`src/rtl/mul_pkg.sv`:
```
// Shared definitions for the sequential shift-add multiplier.
package mul_pkg;

  localparam int DEFAULT_WIDTH = 8;

  typedef enum logic [1:0] {
    IDLE = 2'd0,
    RUN  = 2'd1,
    DONE = 2'd2
  } state_t;

endpackage

```
`src/rtl/mul_add_row.sv`:
```
// Ripple-carry adder built from a chain of full-adder cells; carry-out is dropped
// because the accumulator arithmetic is modulo 2^W.
module mul_add_row #(
  parameter int W = 16
) (
  input  logic [W-1:0] a,
  input  logic [W-1:0] b,
  output logic [W-1:0] sum
);

  logic [W-1:0] carry;

  assign carry[0] = 1'b0;

  for (genvar i = 0; i < W; i++) begin : g_fa
    assign sum[i] = a[i] ^ b[i] ^ carry[i];
    if (i < W - 1) begin : g_carry
      assign carry[i+1] = (a[i] & b[i]) | (a[i] & carry[i]) | (b[i] & carry[i]);
    end
  end

endmodule

```
`src/rtl/pipe_seq_multiplier.sv`:
```
// Sequential sign-magnitude multiplier: one partial product per cycle through a
// shared ripple adder, with a valid/ready handshake on both sides.
module pipe_seq_multiplier
  import mul_pkg::*;
#(
  parameter int WIDTH     = DEFAULT_WIDTH,
  parameter int SIGNED_EN = 1
) (
  input  logic                 clk,
  input  logic                 rst,
  input  logic                 in_valid,
  output logic                 in_ready,
  input  logic [WIDTH-1:0]     in_a,
  input  logic [WIDTH-1:0]     in_b,
  input  logic                 in_signed,
  output logic                 out_valid,
  input  logic                 out_ready,
  output logic [2*WIDTH-1:0]   out_p,
  output logic                 busy
);

  localparam int PW    = 2 * WIDTH;
  localparam int CNT_W = (WIDTH > 1) ? $clog2(WIDTH) : 1;
  localparam logic [CNT_W-1:0] LAST = CNT_W'(WIDTH - 1);

  state_t           state;
  logic [CNT_W-1:0] count;
  logic [PW-1:0]    acc;
  logic             neg;
  logic [WIDTH-1:0] mag_a;
  logic [WIDTH-1:0] mag_b;
  logic [PW-1:0]    addend;
  logic [PW-1:0]    sum;
  logic             sign_mode;
  logic             accept;

  // Magnitude of a possibly-negative operand; the most negative value maps to
  // 2^(WIDTH-1), which still fits the unsigned WIDTH-bit result.
  function automatic logic [WIDTH-1:0] magnitude(input logic signed [WIDTH-1:0] v,
                                                 input logic sgn);
    logic signed [WIDTH-1:0] n;
    n = -v;
    return (sgn && v[WIDTH-1]) ? n : v;
  endfunction

  // Two's-complement negation modulo 2^(2*WIDTH); zero stays zero.
  function automatic logic [PW-1:0] apply_sign(input logic [PW-1:0] v, input logic ng);
    return ng ? (~v + 1'b1) : v;
  endfunction

  assign sign_mode = (SIGNED_EN != 0) && in_signed;
  assign accept    = in_valid && in_ready;

  // Partial product for the current bit of the multiplier magnitude.
  always_comb begin
    addend = '0;
    if (mag_b[count]) addend = {{WIDTH{1'b0}}, mag_a} << count;
  end

  mul_add_row #(.W(PW)) u_add (
    .a   (acc),
    .b   (addend),
    .sum (sum)
  );

  // Operand magnitude registers: data only, loaded on acceptance.
  always_ff @(posedge clk) begin
    if (accept) begin
      mag_a <= magnitude(in_a, sign_mode);
      mag_b <= magnitude(in_b, sign_mode);
    end
  end

  // Control FSM with registered handshake outputs and result register.
  always_ff @(posedge clk or posedge rst) begin
    if (rst) begin
      state     <= IDLE;
      count     <= '0;
      acc       <= '0;
      neg       <= 1'b0;
      out_p     <= '0;
      out_valid <= 1'b0;
      in_ready  <= 1'b0;
      busy      <= 1'b0;
    end else begin
      case (state)
        IDLE: begin
          in_ready <= 1'b1;
          if (accept) begin
            state    <= RUN;
            count    <= '0;
            acc      <= '0;
            neg      <= sign_mode && (in_a[WIDTH-1] ^ in_b[WIDTH-1]);
            in_ready <= 1'b0;
            busy     <= 1'b1;
          end
        end
        RUN: begin
          acc   <= sum;
          count <= count + 1'b1;
          if (count == LAST) begin
            state     <= DONE;
            out_valid <= 1'b1;
            out_p     <= apply_sign(sum, neg);
          end
        end
        DONE: begin
          if (out_ready) begin
            state     <= IDLE;
            out_valid <= 1'b0;
            busy      <= 1'b0;
            in_ready  <= 1'b1;
          end
        end
        default: begin
          state     <= IDLE;
          out_valid <= 1'b0;
          busy      <= 1'b0;
          in_ready  <= 1'b0;
        end
      endcase
    end
  end

endmodule
```
`config.mk`:
```
export PLATFORM = sky130hd
export DESIGN_NAME = pipe_seq_multiplier
export DESIGN_NICKNAME = d
export VERILOG_FILES = /design/src/rtl/mul_pkg.sv /design/src/rtl/mul_add_row.sv /design/src/rtl/pipe_seq_multiplier.sv
export SDC_FILE = /design/constraint.sdc
export NUM_CORES = 1
export LEC_CHECK = 0
export ABC_AREA = 1
export BUFFER_PORTS_ARGS = -buffer_cell sky130_fd_sc_hd__buf_4
export CORE_ASPECT_RATIO = 1.75
export CORE_UTILIZATION = 40
export DETAILED_ROUTE_END_ITERATION = 12
export PLACE_DENSITY = 0.6
export SYNTH_ARGS = -nofsm -noshare
export SYNTH_HDL_FRONTEND = slang
export SYNTH_SLANG_ARGS = --single-unit
```
`constraint.sdc`:
```
create_clock -name clk -period 13.55 [get_ports clk]
set_input_delay 0.6775 -clock clk [delete_from_list [all_inputs] [get_ports clk]]
set_output_delay 0.6775 -clock clk [all_outputs]
set_load 0.005 [all_outputs]
```
==> results of run 1 <==
## path summary, 6_finish.rpt
kind	startpoint	end	cells after the start	slack (ps)
max	count[1]	out_p[15]	30	5870
min	out_p[8]	out_p[8]	2	470
max reg2reg	count[1]	out_p[15]	30	5870
min reg2reg	out_p[8]	out_p[8]	2	470
max in group asynchronous	rst	acc[0]	3	12690
min in group asynchronous	rst	acc[10]	3	480
## worst max-delay path: cells and delay by family, from the launching register on
| kind | cells | cell delay, ps |
|---|---|---|
| and+or+nand+nor | 9 | 700 |
| buffers and inverters | 4 | 490 |
| adders and majority gates | 15 | 5540 |
| AOI/OAI and AO/OA | 2 | 320 |
| DFF | 1 | 490 |
## cell type report
cell class	count	area (sq um)
Clock buffer	11	233
Clock inverter	5	47.5
Fill cell	891	4450
Inverter	59	224
Multi-Input combinational cell	312	1820
Sequential cell	57	1510
Tap cell	117	146
Timing Repair Buffer	40	300
## sequential cells by signal (all words and copies together) (netlist names)
signal,cells
in_ready,1
out_valid,1
state,2
count,3
mag_b,8
out_p,16
mag_a,8
busy,1
acc,16
neg,1
## logic make-up after synthesis
group | count (synthesis)
flip-flops | 57
XOR/XNOR | 14
AO/OA/AOI/OAI | 59
adder cells (fa/ha/maj) | 20
AND/OR/NAND/NOR | 219
buffers and inverters | 71
## layer usage
metal / routed length, um / track usage / up-vias
met4: 301 / 0.112 / 0
met3: 286 / 0.0432 / 18
met2: 4560 / 0.367 / 63
met1: 2720 / 0.186 / 1358
li1: - / - / 1486
met5: 0 / 0 / -
## power by group through the flow
stage | Sequential (uW) | Combinational [uW] | Clock (uW)
floorplan | 275 | 535 | 0
detailed placement | 294 | 679 | 0
CTS | 291 | 681 | 219
finish | 291 | 675 | 215
global route | 300 | 776 | 225
global placement | 292 | 668 | 0
## cells in the mapped netlist (all sizes together) (2+ instances only)
| cell | count | area [sq um] |
|---|---|---|
| xor2 | 13 | 114 |
| clkbuf | 2 | 7.51 |
| nand3 | 36 | 180 |
| fa | 14 | 280 |
| inv | 59 | 224 |
| o22ai | 14 | 156 |
| nor2 | 32 | 138 |
| edfxtp | 16 | 480 |
| dfrtp | 41 | 1030 |
| ha | 6 | 75.1 |
| o21ai | 41 | 216 |
| a21oi | 3 | 15.0 |
| nand2 | 136 | 521 |
| or2 | 9 | 56.3 |
| nand3b | 4 | 30.0 |
| buf | 10 | 83.8 |
## through the flow
step           power, uW  cells  hold slack [ps]
2_1_floorplan        811    440              459
3_3_place_gp         961    585              464
3_5_place_dp         973    585              466
4_1_cts             1190    601              480
5_1_grt             1300    601              501
6_report            1180    601              475
==> results.ini, run 1 <==
[routing]
post_drt_wl_per_cell_um = 13.1
ant_nets = 0
routed_wl_mm = 7.86
drc_errors = 0
post_drt_via_cell_ratio = 4.87
vias = 2925
drt-pass1-iter-count = 4
first_iter_violations = 157

[pwr]
swShare = 0.449
p_per_area_nw_per_um2 = 276
p_int_uw = 650
clkPwrFrac = 0.182
ir_drop_mv = 0.0975
p_leak_uw = 0.00206
combPwrFrac = 0.572
p_seq_frac = 0.246
net-switching-power_uw = 531

[clock_network]
clk_pin_slew_ps = 50
postCtsSetupRepairBufs = 0
clkSinkCount = 57
insertion_delay_ps = 330
htree_levels = 3
numCtsBuffers = 9
cts.hold.buffers_added = 0
cts_root_buffer = clkbuf_16
cts_buffer_depth = 2
ctsResizeCount = 0
cts_tree = done

[cells_and_area]
fin_util = 0.490
nets = 520
final_area_sq_um = 4270
layout_common_cells = nand2_1, inv_1, dfrtp_1
drive_gt1_frac = 0.171
antenna_cells = 0
area_delta_synth_final_pct = 17.5
final_common_cell = nand2_1

[die]
dieHeight_um = 128
dieWidth_um = 74.1
core_sq_um = 8730
pin_count = 40
rows = 45
die_area_sq_um = 9490
start_util = 0.417

[setup_path]
cpMaxStageDelayCell = fa_1
critPathKind = reg2reg
arrival_ps = 7900
path_max_fanout = 13
cp-end-kind = flop
cp-start-kind = flop
critPathRequiredTime_ps = 13770
cpMostUsedCell = fa_1
cp_slowest_stage_delay_ps = 560

[grt]
grt_max_degree = 42
grt_usage = 0.195
grt_pass1_vias = 3014
antenna_found_initial = 0
grt_pass1_wl_mm = 13.6
globalRouteOverflowTotal = 0

[synth]
synthAdderAreaFrac = 0.0977
synth_xor_area_frac = 0.0337
syn_nets = 481
ys_types = 32
synth_top_family_by_area = simple AND/OR/NAND/NOR gates
synth-simple-area-share = 0.259
syn_area_sq_um = 3640
synth_warnings = 0
ys_seq_elements = 57
netlist_instances = 440
async_flop_share = 0.719
synth_ff_type = dfrtp_1
yosysSeqAreaShare = 0.414
synth-compound-area-share = 0.109
syn_avg_cell_area_sq_um = 8.27
synth_mux_area_frac = 0
synth_edf_count = 16

[job]
max-cap-violations = 0

[timing]
fmax_mhz = 130
worst_pin_slew_ps = 571
setup_slack_ps = 5870
grt_setup_unrepaired = false
finalHoldViolations = 0
min_period_ps = 7680
fin_crit_sh = 0.567
slew_viol_final = 0
fin_tns_setup_ps = 0
relSlewSlack = 0.619
fin_skew_ps = 9.49
setup_viol = 0

[placed_design]
dp_hpwl_mm = 6.25
place_area_sq_um = 3990
place_ws_ps = 5880
finalWeightedCongestion = 0.825
io_buffers = 39

[worst_hold_path]
hold_class = reg2reg

[run_status]
outcome = finished clean

Power figures use the tool's default switching activity.
==> run 2, diff against run 1 <==
Clock period 13.55 ns to 7.9 ns, I/O delays scaled along.
==> run 2 against run 1 <==
  * Register-to-register slack worse by 5400 ps
  * Sequential power up 69%
  * Maximum frequency rose by 3.6%
  * Via count grew 1.4%
  * Worst setup slack got worse by 5400 ps
  * Clock-buffer cell count down 2
  * Cell count increased by 0.67%
  * Routed wire length grew 1.4%
  * Die area unchanged
  * Clock skew decreased by 1.1 ps
  * Critical endpoint unchanged
  * Largest cell class unchanged
==> results.ini, run 2 (same netlist as run 1, synthesis figures left out) <==
[routing]
post_drt_via_cell_ratio = 4.90
vias = 2965
post_drt_wl_per_cell_um = 13.2
first_iter_violations = 168
routed_wl_mm = 7.97
ant_nets = 0
drt-pass1-iter-count = 5
drc_errors = 0

[clock_network]
insertion_delay_ps = 330
clk_pin_slew_ps = 50
cts_root_buffer = clkbuf_16
clkSinkCount = 57
numCtsBuffers = 9
cts_buffer_depth = 2
cts_tree = done
htree_levels = 3
cts.hold.buffers_added = 0

[timing]
finalHoldViolations = 0
fin_skew_ps = 8.42
fin_tns_setup_ps = 0
relSlewSlack = 0.625
fmax_mhz = 135
setup_slack_ps = 490
worst_pin_slew_ps = 563
fin_crit_sh = 0.938
min_period_ps = 7410
grt_setup_unrepaired = false
slew_viol_final = 0
setup_viol = 0

[die]
pin_count = 40
dieWidth_um = 74.1
rows = 45
dieHeight_um = 128
start_util = 0.417
die_area_sq_um = 9490
core_sq_um = 8730

[placed_design]
io_buffers = 39
finalWeightedCongestion = 0.904
dp_hpwl_mm = 6.25
place_inst = 588
place_ws_ps = 322

[setup_path]
cpMaxStageDelayCell = fa_1
cpMostUsedCell = fa_1
critPathKind = reg2reg
path_max_fanout = 12
arrival_ps = 7630
cp-start-kind = flop
critPathRequiredTime_ps = 8120
cp-end-kind = flop
cp_slowest_stage_delay_ps = 560

[run_status]
outcome = finished clean

[job]
max-cap-violations = 0

[cells_and_area]
fin_cells = 605
seqCellArea_sq_um = 1510
reg.largest.list = acc: 16 flops, out_p: 16 flops
fillCellCount = 853
drive_gt1_frac = 0.184
multiInputGateArea_sq_um = 1820
final_common_cell = nand2_1
layout_common_cells = nand2_1, inv_1, buf_4
antenna_cells = 0
nets = 524
area_delta_synth_final_pct = 19.2

[grt]
grt_pass1_wl_mm = 13.2
grt_pass1_vias = 2819
grt_usage = 0.188
grt_max_degree = 42
antenna_found_initial = 0
globalRouteOverflowTotal = 0

[pwr]
ir_drop_mv = 0.148
p_per_area_nw_per_um2 = 480
p_total_uw = 2080
p_leak_uw = 0.00209

[worst_hold_path]
hold_class = in2async

run 2: changes by cell type in the layout (fill, tap and decap cells not counted), sizes merged:
cell and delta:
buf +3, bufinv +1, clkbuf -1, clkinvlp +1
run 2: cell type report:
cell class / count / share of cell area
clock buffers: 9 / 0.0520
flip-flops and latches: 57 / 0.348
inverters: 59 / 0.0517
multi-input cells: 312 / 0.419
well taps: 117 / 0.0338
repair buffers: 44 / 0.0762
clock inverters: 7 / 0.0196
run 2: power by group:
part,switching [uW],internal (uW)
Clock,130,272
Combinational,720,468
Sequential,70.8,420
Total,921,1160
run 2: critical path, delay by kind of cell (launching register included):
| kind | cells | cell delay, ps |
|---|---|---|
| and+or+nand+nor | 9 | 690 |
| buffers and inverters | 3 | 170 |
| adders and majority gates | 15 | 5520 |
| AOI/OAI and AO/OA | 2 | 380 |
| DFF | 1 | 540 |
run 2: what timing repair did:
action                     in CTS  in global routing
gates resized for setup         0                  1
setup endpoints to repair       0                  1
buffers inserted                0                  1
run 2: worst paths after layout:
| kind | cells after the start | startpoint | end | slack (ps) |
|---|---|---|---|---|
| worst max-delay path | 29 | count[1] | out_p[15] | 490 |
| worst min-delay path | 3 | rst | acc[10] | 200 |
| worst max register to register | 29 | count[1] | out_p[15] | 490 |
| worst min register to register | 2 | out_p[7] | out_p[7] | 470 |
| max in group asynchronous | 3 | rst | count[0] | 7280 |
| min in group clk | 1 | in_a[0] | mag_a[0] | 260 |
run 2: routing by layer:
| layer | part of all wire | track usage | vias to the layer above |
|---|---|---|---|
| li1 | - | - | 1497 |
| met1 | 0.36 | 0.190 | 1386 |
| met2 | 0.58 | 0.348 | 65 |
| met3 | 0.029 | 0.0409 | 17 |
| met4 | 0.031 | 0.0916 | 0 |
| met5 | 0 | 0 | - |
run 2: metrics by stage:
stage | instance area [sq um] | util | hold slack (ps)
2_1_floorplan | 3640 | - | 459
3_3_place_gp | 4020 | 0.460 | 464
3_5_place_dp | 4020 | 0.460 | 467
4_1_cts | 4330 | 0.496 | 222
5_1_grt | 4330 | 0.497 | 252
6_report | 4330 | 0.497 | 201
